<file path="config.mk">
export PLATFORM = sky130hd
export DESIGN_NAME = reg_display_scanner
export DESIGN_NICKNAME = d
export VERILOG_FILES = /design/src/rtl/reg_display_scanner_pkg.sv /design/src/rtl/reg_display_scanner_hex7seg.sv /design/src/rtl/reg_display_scanner.sv
export SDC_FILE = /design/constraint.sdc
export NUM_CORES = 1
export LEC_CHECK = 0
export ABC_CLOCK_PERIOD_IN_PS = 4720
export CAP_MARGIN = 20
export CORE_AREA = 3 3 101 103
export CTS_CLUSTER_DIAMETER = 150
export DETAILED_ROUTE_END_ITERATION = 12
export DIE_AREA = 0 0 104 106
export PLACE_DENSITY = 0.64
export SLEW_MARGIN = 15
export SYNTH_ARGS = -nofsm -noshare
export SYNTH_HDL_FRONTEND = slang
export SYNTH_SLANG_ARGS = --single-unit
export TNS_END_PERCENT = 1
</file>
<file path="constraint.sdc">
create_clock -name clk -period 4.72 [get_ports clk]
set_clock_uncertainty 0.1 [all_clocks]
set_input_delay 0.944 -clock clk [delete_from_list [all_inputs] [get_ports clk]]
set_output_delay 0.944 -clock clk [all_outputs]
set_load 0.02 [all_outputs]
</file>
<file path="src/rtl/reg_display_scanner_pkg.sv">
// Shared constants for the register display scanner: glyph table and widths.
// Glyphs are active-low {g,f,e,d,c,b,a}.
package reg_display_scanner_pkg;

  localparam int NUM_DIGITS = 8;
  localparam int DIGIT_W    = 3;
  localparam int REG_ADDR_W = 5;
  localparam int DATA_W     = 32;

  localparam logic [6:0] SEG_0 = 7'b1000000;
  localparam logic [6:0] SEG_1 = 7'b1111001;
  localparam logic [6:0] SEG_2 = 7'b0100100;
  localparam logic [6:0] SEG_3 = 7'b0110000;
  localparam logic [6:0] SEG_4 = 7'b0011001;
  localparam logic [6:0] SEG_5 = 7'b0010010;
  localparam logic [6:0] SEG_6 = 7'b0000010;
  localparam logic [6:0] SEG_7 = 7'b1111000;
  localparam logic [6:0] SEG_8 = 7'b0000000;
  localparam logic [6:0] SEG_9 = 7'b0010000;
  localparam logic [6:0] SEG_A = 7'b0001000;
  localparam logic [6:0] SEG_B = 7'b0000011;
  localparam logic [6:0] SEG_C = 7'b1000110;
  localparam logic [6:0] SEG_D = 7'b0100001;
  localparam logic [6:0] SEG_E = 7'b0000110;
  localparam logic [6:0] SEG_F = 7'b0001110;

endpackage

</file>
<file path="src/rtl/reg_display_scanner_hex7seg.sv">
// Combinational hex-digit to active-low 7-segment glyph decoder.
module hex7seg
  import reg_display_scanner_pkg::*;
(
  input  logic [3:0] nibble,
  output logic [6:0] seg
);

  always_comb begin
    seg = SEG_0;
    case (nibble)
      4'h0: seg = SEG_0;
      4'h1: seg = SEG_1;
      4'h2: seg = SEG_2;
      4'h3: seg = SEG_3;
      4'h4: seg = SEG_4;
      4'h5: seg = SEG_5;
      4'h6: seg = SEG_6;
      4'h7: seg = SEG_7;
      4'h8: seg = SEG_8;
      4'h9: seg = SEG_9;
      4'hA: seg = SEG_A;
      4'hB: seg = SEG_B;
      4'hC: seg = SEG_C;
      4'hD: seg = SEG_D;
      4'hE: seg = SEG_E;
      4'hF: seg = SEG_F;
      default: seg = SEG_0;
    endcase
  end

endmodule

</file>
<file path="src/rtl/reg_display_scanner.sv">
// Drives the debug register port, snapshots one register per display frame and
// multiplexes it as 8 hex digits onto an active-low 7-segment display.
module reg_display_scanner
  import reg_display_scanner_pkg::*;
#(
  parameter int SCAN_DIV    = 100000,
  parameter int STEP_FRAMES = 128
) (
  input  logic                  clk,
  input  logic                  rst,
  input  logic                  mode_auto,
  input  logic [REG_ADDR_W-1:0] sel_in,
  output logic [REG_ADDR_W-1:0] reg_sel,
  input  logic [DATA_W-1:0]     reg_data,
  output logic [REG_ADDR_W-1:0] cur_sel,
  output logic [7:0]            an,
  output logic [7:0]            seg
);

  localparam int SCAN_W  = $clog2(SCAN_DIV);
  localparam int FRAME_W = (STEP_FRAMES > 1) ? $clog2(STEP_FRAMES) : 1;

  logic [SCAN_W-1:0]  scan_cnt;
  logic [DIGIT_W-1:0] digit_idx;
  logic [FRAME_W-1:0] frame_cnt;
  logic [DATA_W-1:0]  snap;
  logic               snap_valid;

  logic               slot_end;
  logic               frame_end;
  logic               step_due;
  logic [3:0]         nibble;
  logic [6:0]         glyph;
  logic               dp_n;

  assign slot_end  = (scan_cnt == SCAN_W'(SCAN_DIV - 1));
  assign frame_end = slot_end && (digit_idx == DIGIT_W'(NUM_DIGITS - 1));
  assign step_due  = (frame_cnt == FRAME_W'(STEP_FRAMES - 1));
  assign nibble    = snap[{digit_idx, 2'b00} +: 4];
  assign dp_n      = !(mode_auto && (digit_idx == DIGIT_W'(NUM_DIGITS - 1)));

  hex7seg u_hex7seg (
    .nibble (nibble),
    .seg    (glyph)
  );

  always_ff @(posedge clk) begin
    if (rst) begin
      scan_cnt  <= '0;
      digit_idx <= '0;
    end else if (slot_end) begin
      scan_cnt  <= '0;
      digit_idx <= digit_idx + DIGIT_W'(1);
    end else begin
      scan_cnt  <= scan_cnt + SCAN_W'(1);
    end
  end

  // Capture uses the pre-edge reg_sel, so an advancing frame still tags the old register.
  always_ff @(posedge clk) begin
    if (rst) begin
      snap       <= '0;
      cur_sel    <= '0;
      snap_valid <= 1'b0;
    end else if (frame_end) begin
      snap       <= reg_data;
      cur_sel    <= reg_sel;
      snap_valid <= 1'b1;
    end
  end

  // Manual mode parks frame_cnt at 0 so a return to auto dwells a full step.
  always_ff @(posedge clk) begin
    if (rst) begin
      reg_sel   <= '0;
      frame_cnt <= '0;
    end else if (!mode_auto) begin
      reg_sel   <= sel_in;
      frame_cnt <= '0;
    end else if (frame_end) begin
      if (step_due) begin
        frame_cnt <= '0;
        reg_sel   <= reg_sel + REG_ADDR_W'(1);
      end else begin
        frame_cnt <= frame_cnt + FRAME_W'(1);
      end
    end
  end

  always_ff @(posedge clk) begin
    if (rst) begin
      an  <= 8'hFF;
      seg <= 8'hFF;
    end else if (snap_valid) begin
      an  <= ~(8'b1 << digit_idx);
      seg <= {dp_n, glyph};
    end else begin
      an  <= 8'hFF;
      seg <= 8'hFF;
    end
  end

endmodule

</file>
==> metrics.csv, run 1 <==
stage,metric,value,unit
run_status,outcome,completed,
worst_hold_path,min_path_type,register to register,
routing,drcViolationCount,0,
clock_network,cts.clk_slew.worst_paths,0.09,ns
routing,routed.top_layer,met4,
critical_path,cp.arrival,3.03,ns
power,combPwrFrac,0.050,
floorplanning,dieArea,11020,sq um
finish,syn_to_final_growth,23.44,%
routing,met3_length,329,um
finish,diodes,0,
run,max_cap_violations,0,
floorplanning,ios,66,
yosys,synth_common_cells,"nand2_1 (94), dfxtp_1 (86), a21oi_1 (41), nor2_1 (39), nand3_1 (17)",
timing,hold_viol_final,0,
global_routing,antenna_found_initial,0,
timing,fin_crit_sh,0.6179,
yosys,synth_edf_count,0,
yosys,ys_seq_elements,86,
critical_path,critical_path_class,register to register,
critical_path,worst_setup_path_end_kind,register,
yosys,synthArstFlopShare,0,
finish,post-route-util,0.4954,
clock_network,cts_htree_levels,3,
yosys,syn_inst,413,
finish,fin_cells,603,
clock_network,cts_sinks,86,
timing,period_minus_slack,2.916,ns
routing,drt_pass1_iterations,4,
global_routing,grt_pass1_vias,2686,
floorplanning,fp.dieW,104,um
finish,nNetsFinal,523,
routing,vias,2837,
global_routing,grt_max_degree,51,
timing,worst_pin_slew,1.029,ns
floorplanning,core,9284,sq um
clock_network,clock_latency,0.35,ns
routing,drt_iter0_drc,89,
global_routing,gr-usage-all-layers,0.1401,
yosys,yosysWarnings,0,
floorplanning,die_height,106,um
routing,route.detailed.wl_per_inst,12.74,um
power,switching_share,0.2259,
routing,wl_met1,3797,um
yosys,syn_area_per_cell,9.022,sq um
placed_design,placedCellCount,587,
yosys,yosysTopAreaCellShare,0.4621,
routing,dr_wl_met2,3455,um
global_routing,gr-total-overflow,0,
power,ir_drop,0.1391,mV
yosys,yosys.area.top_type,dfxtp_1,
critical_path,startpoint_type,register,
timing,report.final.slew_viol_count,0,
critical_path,critical_path_required,4.84,ns
placed_design,io_buffers,65,
placed_design,dp.final_hpwl,5335,um
yosys,synth_most_common_cell,nand2_1,
power,power.density,281.9,nW/um^2
clock_network,numCtsBuffers,9,
floorplanning,num_rows,35,
placed_design,gp_congestion,0.7985,
clock_network,ctsHoldBuffers,0,
power,clkPwrFrac,0.382,
timing,setup-tns-final,0,ns
clock_network,clockBufferDepth,2,
critical_path,crit_path_max_fanout,10,
clock_network,cts_tree,yes,
timing,rsz0062_at_grt,no,
routing,viasPerCell,4.705,
finish,drive_gt1_frac,0.08017,
yosys,synth_ff_type,dfxtp_1,
global_routing,grt_pass1_wl,12590,um
yosys,syn_area,3726,sq um
clock_network,cts_root_buf,clkbuf_8,
floorplanning,start_util,0.4013,
power,p_sw,292.9,uW
timing,setup_viol,0,
clock_network,cts_setup_buffers,0,
yosys,synth-seq-area-share,0.4621,
power,p_int,1004,uW
power,leakage,0.001579,uW
clock_network,cts_resized,0,
timing,slew_headroom,0.2943,
routing,drtAntennaViolNets,0,
routing,detail_route.wirelength,7684,um
power,seqPwrFrac,0.568,
yosys,synthesis.nets,467,
yosys,synth.area.top_cells,"dfxtp_1 (46%), nand2_1 (9.5%), a21oi_1 (5.5%)",
yosys,synth_cell_types,42,
timing,fmax,0.3429,GHz
## sequential cells by signal (all words and copies together) (netlist names)
name and count:
scan_cnt 17, frame_cnt 7, an 8, seg 8, snap_valid 1, digit_idx 3
cur_sel 5, snap 32, reg_sel 5
## critical path: stages (launching register included)
cell and delay, ns:
dfxtp_1 0.70, mux4_2 0.59, mux2i_1 0.36, inv_1 0.16
ha_1 0.27, or3b_2 0.47, o221ai_1 0.08, nand2_1 0.07
## kinds of logic (layout without fill, tap and decap cells)
logic type | count (synthesis) | in the layout | synth area share
adders and majority gates | 14 | 14 | 0.04701
DFF | 86 | 86 | 0.4621
xor gates and xnor gates | 26 | 26 | 0.06111
muxes | 17 | 17 | 0.07018
and+or+nand+nor | 182 | 182 | 0.2210
buffers and inverters | 32 | 93 | 0.04970
AOI/OAI and AO/OA | 56 | 56 | 0.08899
## cell type report
class                   count  area, sq um
multi-input cells         295         1819
clock inverters             4        30.03
fillers                   901         4684
clock buffers              12        165.2
well taps                 129        161.4
inverters                   9        33.78
repair buffers             68        668.1
flip-flops and latches     86         1722
## metal layers
layer  vias up  global-route usage
met3         9             0.03522
li1       1496                   -
met5         -                   0
met2        59              0.2214
met1      1273              0.1854
met4         0             0.05223
## power by group through the flow
stage                     combinational (uW)  clock, uW  sequential, uW
after floorplan                         19.4          0             755
final                                   65.3        495             736
after CTS                               66.4        506             736
after detailed placement                65.9          0             753
after global routing                    70.3        536             737
after global placement                  65.4          0             753
## per-stage QoR
stage / setup slack [ns] / hold WS [ns] / power, uW / instance area (sq um)
2_1_floorplan: 2.122 / 0.3175 / 774.7 / 3726
3_3_place_gp: 1.882 / 0.3262 / 818.7 / 4404
3_5_place_dp: 1.798 / 0.3381 / 819.1 / 4404
4_1_cts: 1.798 / 0.3550 / 1309 / 4599
5_1_grt: 1.603 / 0.3759 / 1344 / 4599
6_report: 1.804 / 0.3524 / 1297 / 4599
## path summary, 6_finish.rpt
path | from | to | slack [ns] | cells after the start
max | digit_idx[0]$_SDFFE_PP0P_ | seg[0]$_SDFF_PP1_ | 1.80 | 7
min | scan_cnt[0]$_SDFF_PP0_ | scan_cnt[0]$_SDFF_PP0_ | 0.35 | 1
max reg2reg | digit_idx[0]$_SDFFE_PP0P_ | seg[0]$_SDFF_PP1_ | 1.80 | 7
min reg2reg | scan_cnt[0]$_SDFF_PP0_ | scan_cnt[0]$_SDFF_PP0_ | 0.35 | 1
## placed cells by master (no fill, tap or decap), drive strengths merged, types with 2 or more instances in the layout
| cell | Yosys | final |
|---|---|---|
| clkinvlp | 0 | 4 |
| nor4 | 3 | 3 |
| inv | 8 | 8 |
| and2 | 4 | 4 |
| buf | 13 | 4 |
| ha | 14 | 14 |
| xor2 | 16 | 16 |
| a211oi | 5 | 5 |
| dfxtp | 86 | 86 |
| and3 | 5 | 5 |
| nand2 | 94 | 94 |
| or2 | 2 | 2 |
| nand2b | 4 | 4 |
| xnor2 | 10 | 10 |
| or4bb | 2 | 2 |
| clkdlybuf4s50 | 0 | 64 |
| mux2i | 7 | 7 |
| nand3 | 18 | 18 |
| a21oi | 42 | 42 |
| nor2 | 39 | 39 |
| mux2 | 3 | 3 |
| o221ai | 3 | 3 |
| nor3 | 2 | 2 |
| clkbuf | 10 | 12 |
| nand4 | 5 | 5 |
| mux4 | 7 | 7 |
No activity file was read; power rests on OpenSTA's default activity.
==> run 2: changes to the inputs <==
--- a/config.mk
+++ b/config.mk
@@ -5,13 +5,13 @@
 export SDC_FILE = /design/constraint.sdc
 export NUM_CORES = 1
 export LEC_CHECK = 0
-export ABC_CLOCK_PERIOD_IN_PS = 4720
+export ABC_CLOCK_PERIOD_IN_PS = 2600
 export CAP_MARGIN = 20
 export CORE_AREA = 3 3 101 103
 export CTS_CLUSTER_DIAMETER = 150
 export DETAILED_ROUTE_END_ITERATION = 12
 export DIE_AREA = 0 0 104 106
-export PLACE_DENSITY = 0.64
+export PLACE_DENSITY = 0.67
 export SLEW_MARGIN = 15
 export SYNTH_ARGS = -nofsm -noshare
 export SYNTH_HDL_FRONTEND = slang
==> constraint.sdc (replaced) <==
create_clock -name clk -period 2.6 [get_ports clk]
set_clock_uncertainty 0.1 [all_clocks]
set_input_delay 0.52 -clock clk [delete_from_list [all_inputs] [get_ports clk]]
set_output_delay 0.52 -clock clk [all_outputs]
set_load 0.02 [all_outputs]
==> metrics.csv, run 2 (same netlist as run 1, synthesis figures left out) <==
stage,metric,value,unit,change
run_status,outcome,completed,,
finish,final_common_cell,nand2_1,,
critical_path,cp_cell_sequence,buf_4 -> mux4_2 -> mux2_2 -> ha_1 -> or3b_2 -> o221ai_1 -> nand2_1,,
worst_hold_path,min_path_type,register to register,,
clock_network,cts_tree,yes,,
floorplanning,dieArea,11020,sq um,unchanged
clock_network,cts_root_buf,clkbuf_8,,
routing,drt_pass1_iterations,4,,unchanged
timing,report.final.slew_viol_count,0,,unchanged
routing,detail_route.wirelength,7960,um,+3.6%
global_routing,grt_pass1_wl,13290,um,+5.6%
timing,period_minus_slack,2.469,ns,-0.4473 ns
power,leakage,0.001642,uW,+4.0%
routing,route.detailed.wl_per_inst,12.99,um,+1.9%
critical_path,cp_slowest_cell,mux4_2,,
critical_path,slowest_delay,0.53,ns,-0.17 ns
critical_path,cp_top_family,multiplexers,,
finish,drive_gt1_frac,0.09917,,+0.01900
clock_network,numCtsBuffers,9,,unchanged
routing,viasPerCell,4.835,,+2.8%
critical_path,cp.arrival,2.62,ns,-0.41 ns
finish,finalInstanceArea,4684,sq um,+1.8%
routing,vias,2964,,+4.5%
placed_design,placedCellCount,597,,+1.7%
clock_network,cts_sinks,86,,unchanged
floorplanning,fp.dieW,104,um,unchanged
clock_network,ctsHoldBuffers,0,,unchanged
timing,rsz0062_at_grt,no,,
clock_network,clock_latency,0.35,ns,about the same
global_routing,grt_pass1_vias,2822,,+5.1%
finish,reg_top3,"snap (32), scan_cnt (17)",,
timing,setup-tns-final,0,ns,unchanged
routing,drtAntennaViolNets,0,,unchanged
timing,slew_headroom,0.6264,,+0.3321
routing,drt_iter0_drc,116,,+30%
critical_path,critical_path_required,2.75,ns,-2.09 ns
floorplanning,num_rows,35,,unchanged
clock_network,cts_setup_buffers,0,,unchanged
global_routing,gr-usage-all-layers,0.1469,,+0.006809
run,max_cap_violations,0,,unchanged
critical_path,startpoint_type,register,,
global_routing,antenna_found_initial,0,,unchanged
global_routing,grt_max_degree,39,,-24%
finish,nNetsFinal,533,,+1.9%
timing,setup_viol,0,,unchanged
clock_network,cts.clk_slew.worst_paths,0.09,ns,about the same
critical_path,path_buf_inv,1,,unchanged
critical_path,worst_setup_path_end_kind,register,,
critical_path,critical_path_class,register to register,,
finish,fin_cells,613,,+1.7%
finish,final_cell_mix,"nand2_1 (94), dfxtp_1 (86), clkdlybuf4s50_1 (64)",,
power,power.density,515.4,nW/um^2,+83%
placed_design,place_area,4479,sq um,+1.7%
placed_design,gp_congestion,0.8197,,+2.7%
timing,fin_ws,0.1310,ns,-1.673 ns
floorplanning,core,9284,sq um,unchanged
finish,largest-register,snap,,
floorplanning,die_height,106,um,unchanged
placed_design,io_buffers,65,,unchanged
floorplanning,ios,66,,unchanged
clock_network,cts_htree_levels,3,,unchanged
timing,fin_crit_sh,0.9496,,+0.3318
placed_design,dp.final_hpwl,5864,um,+9.9%
clock_network,cts_resized,0,,unchanged
timing,fmax,0.4050,GHz,+18%
finish,largest_reg_flops,32,,unchanged
floorplanning,start_util,0.4013,,unchanged
placed_design,dp_slack,0.1457,ns,-1.652 ns
finish,diodes,0,,unchanged
timing,hold_viol_final,0,,unchanged
routing,drcViolationCount,0,,unchanged
timing,worst_pin_slew,0.5553,ns,-0.4738 ns
finish,syn_to_final_growth,25.72,%,
global_routing,gr-total-overflow,0,,unchanged
finish,fillers,909,,+0.89%
clock_network,clockBufferDepth,2,,unchanged
power,ir_drop,0.2847,mV,+100%
critical_path,crit_path_max_fanout,8,,-2
-- run 2: changes by cell type in the layout (fill, tap and decap cells not counted), sizes merged --
cell      delta
clkbuf       -2
buf         +10
inv          +2
clkinvlp     -2
clkinv       +1
bufinv       +1
-- run 2: area by class of cell --
cell class / instances / area [sq um] / share of cell area
clock inverter: 6 / 67.56 / 0.01442
inverter: 9 / 33.78 / 0.007212
sequential: 86 / 1722 / 0.3675
tap: 129 / 161.4 / 0.03446
timing repair buffer: 78 / 743.2 / 0.1587
multi-input combinational: 295 / 1819 / 0.3884
clock buffer: 10 / 137.6 / 0.02938
-- run 2: report_power, final --
part,total (uW),internal (uW),switching [uW]
Combinational,120,72.9,47.3
Sequential,1340,1330,10.9
Clock,958,475,483
-- run 2: per-layer routing --
layer  part of all wire  global-route usage  wire (um)  vias to the layer above
li1                   -                   -          -                     1520
met1               0.48              0.1898       3811                     1367
met2               0.47              0.2409       3730                       71
met3              0.044             0.04493        347                        6
met4             0.0090             0.03609         72                        0
met5                  0                   0          0                        -
-- run 2: per-stage QoR --
step	hold slack, ns	util	total power (uW)
after floorplan	0.3175	-	1406
after global placement	0.3292	0.4825	1486
after detailed placement	0.3452	0.4825	1488
after CTS	0.3568	0.5046	2447
after global routing	0.3780	0.5046	2506
final	0.3568	0.5046	2414
-- run 2: final timing paths --
kind / start / endpoint / slack, ns / cells past startpoint
max: digit_idx[0]$_SDFFE_PP0P_ / seg[0]$_SDFF_PP1_ / 0.13 / 7
min: snap[28]$_SDFFE_PP0P_ / snap[28]$_SDFFE_PP0P_ / 0.36 / 2
min reg2reg: snap[28]$_SDFFE_PP0P_ / snap[28]$_SDFFE_PP0P_ / 0.36 / 2
max reg2reg: digit_idx[0]$_SDFFE_PP0P_ / seg[0]$_SDFF_PP1_ / 0.13 / 7
-- run 2: tightest hold or removal path, delay by kind of cell (launching register included) --
family             cells  cell delay, ns
and+or+nand+nor        1            0.05
AOI/OAI and AO/OA      1            0.05
DFF                    1            0.32
==> run 3: changes to the inputs <==
--- a/config.mk
+++ b/config.mk
@@ -8,6 +8,7 @@
 export ABC_CLOCK_PERIOD_IN_PS = 2600
 export CAP_MARGIN = 20
 export CORE_AREA = 3 3 101 103
+export CTS_BUF_LIST = sky130_fd_sc_hd__clkbuf_8 sky130_fd_sc_hd__clkbuf_16
 export CTS_CLUSTER_DIAMETER = 150
 export DETAILED_ROUTE_END_ITERATION = 12
 export DIE_AREA = 0 0 104 106
==> results of run 3 <==
Same layout as run 2: the final DEF is identical, and so are final timing and power.
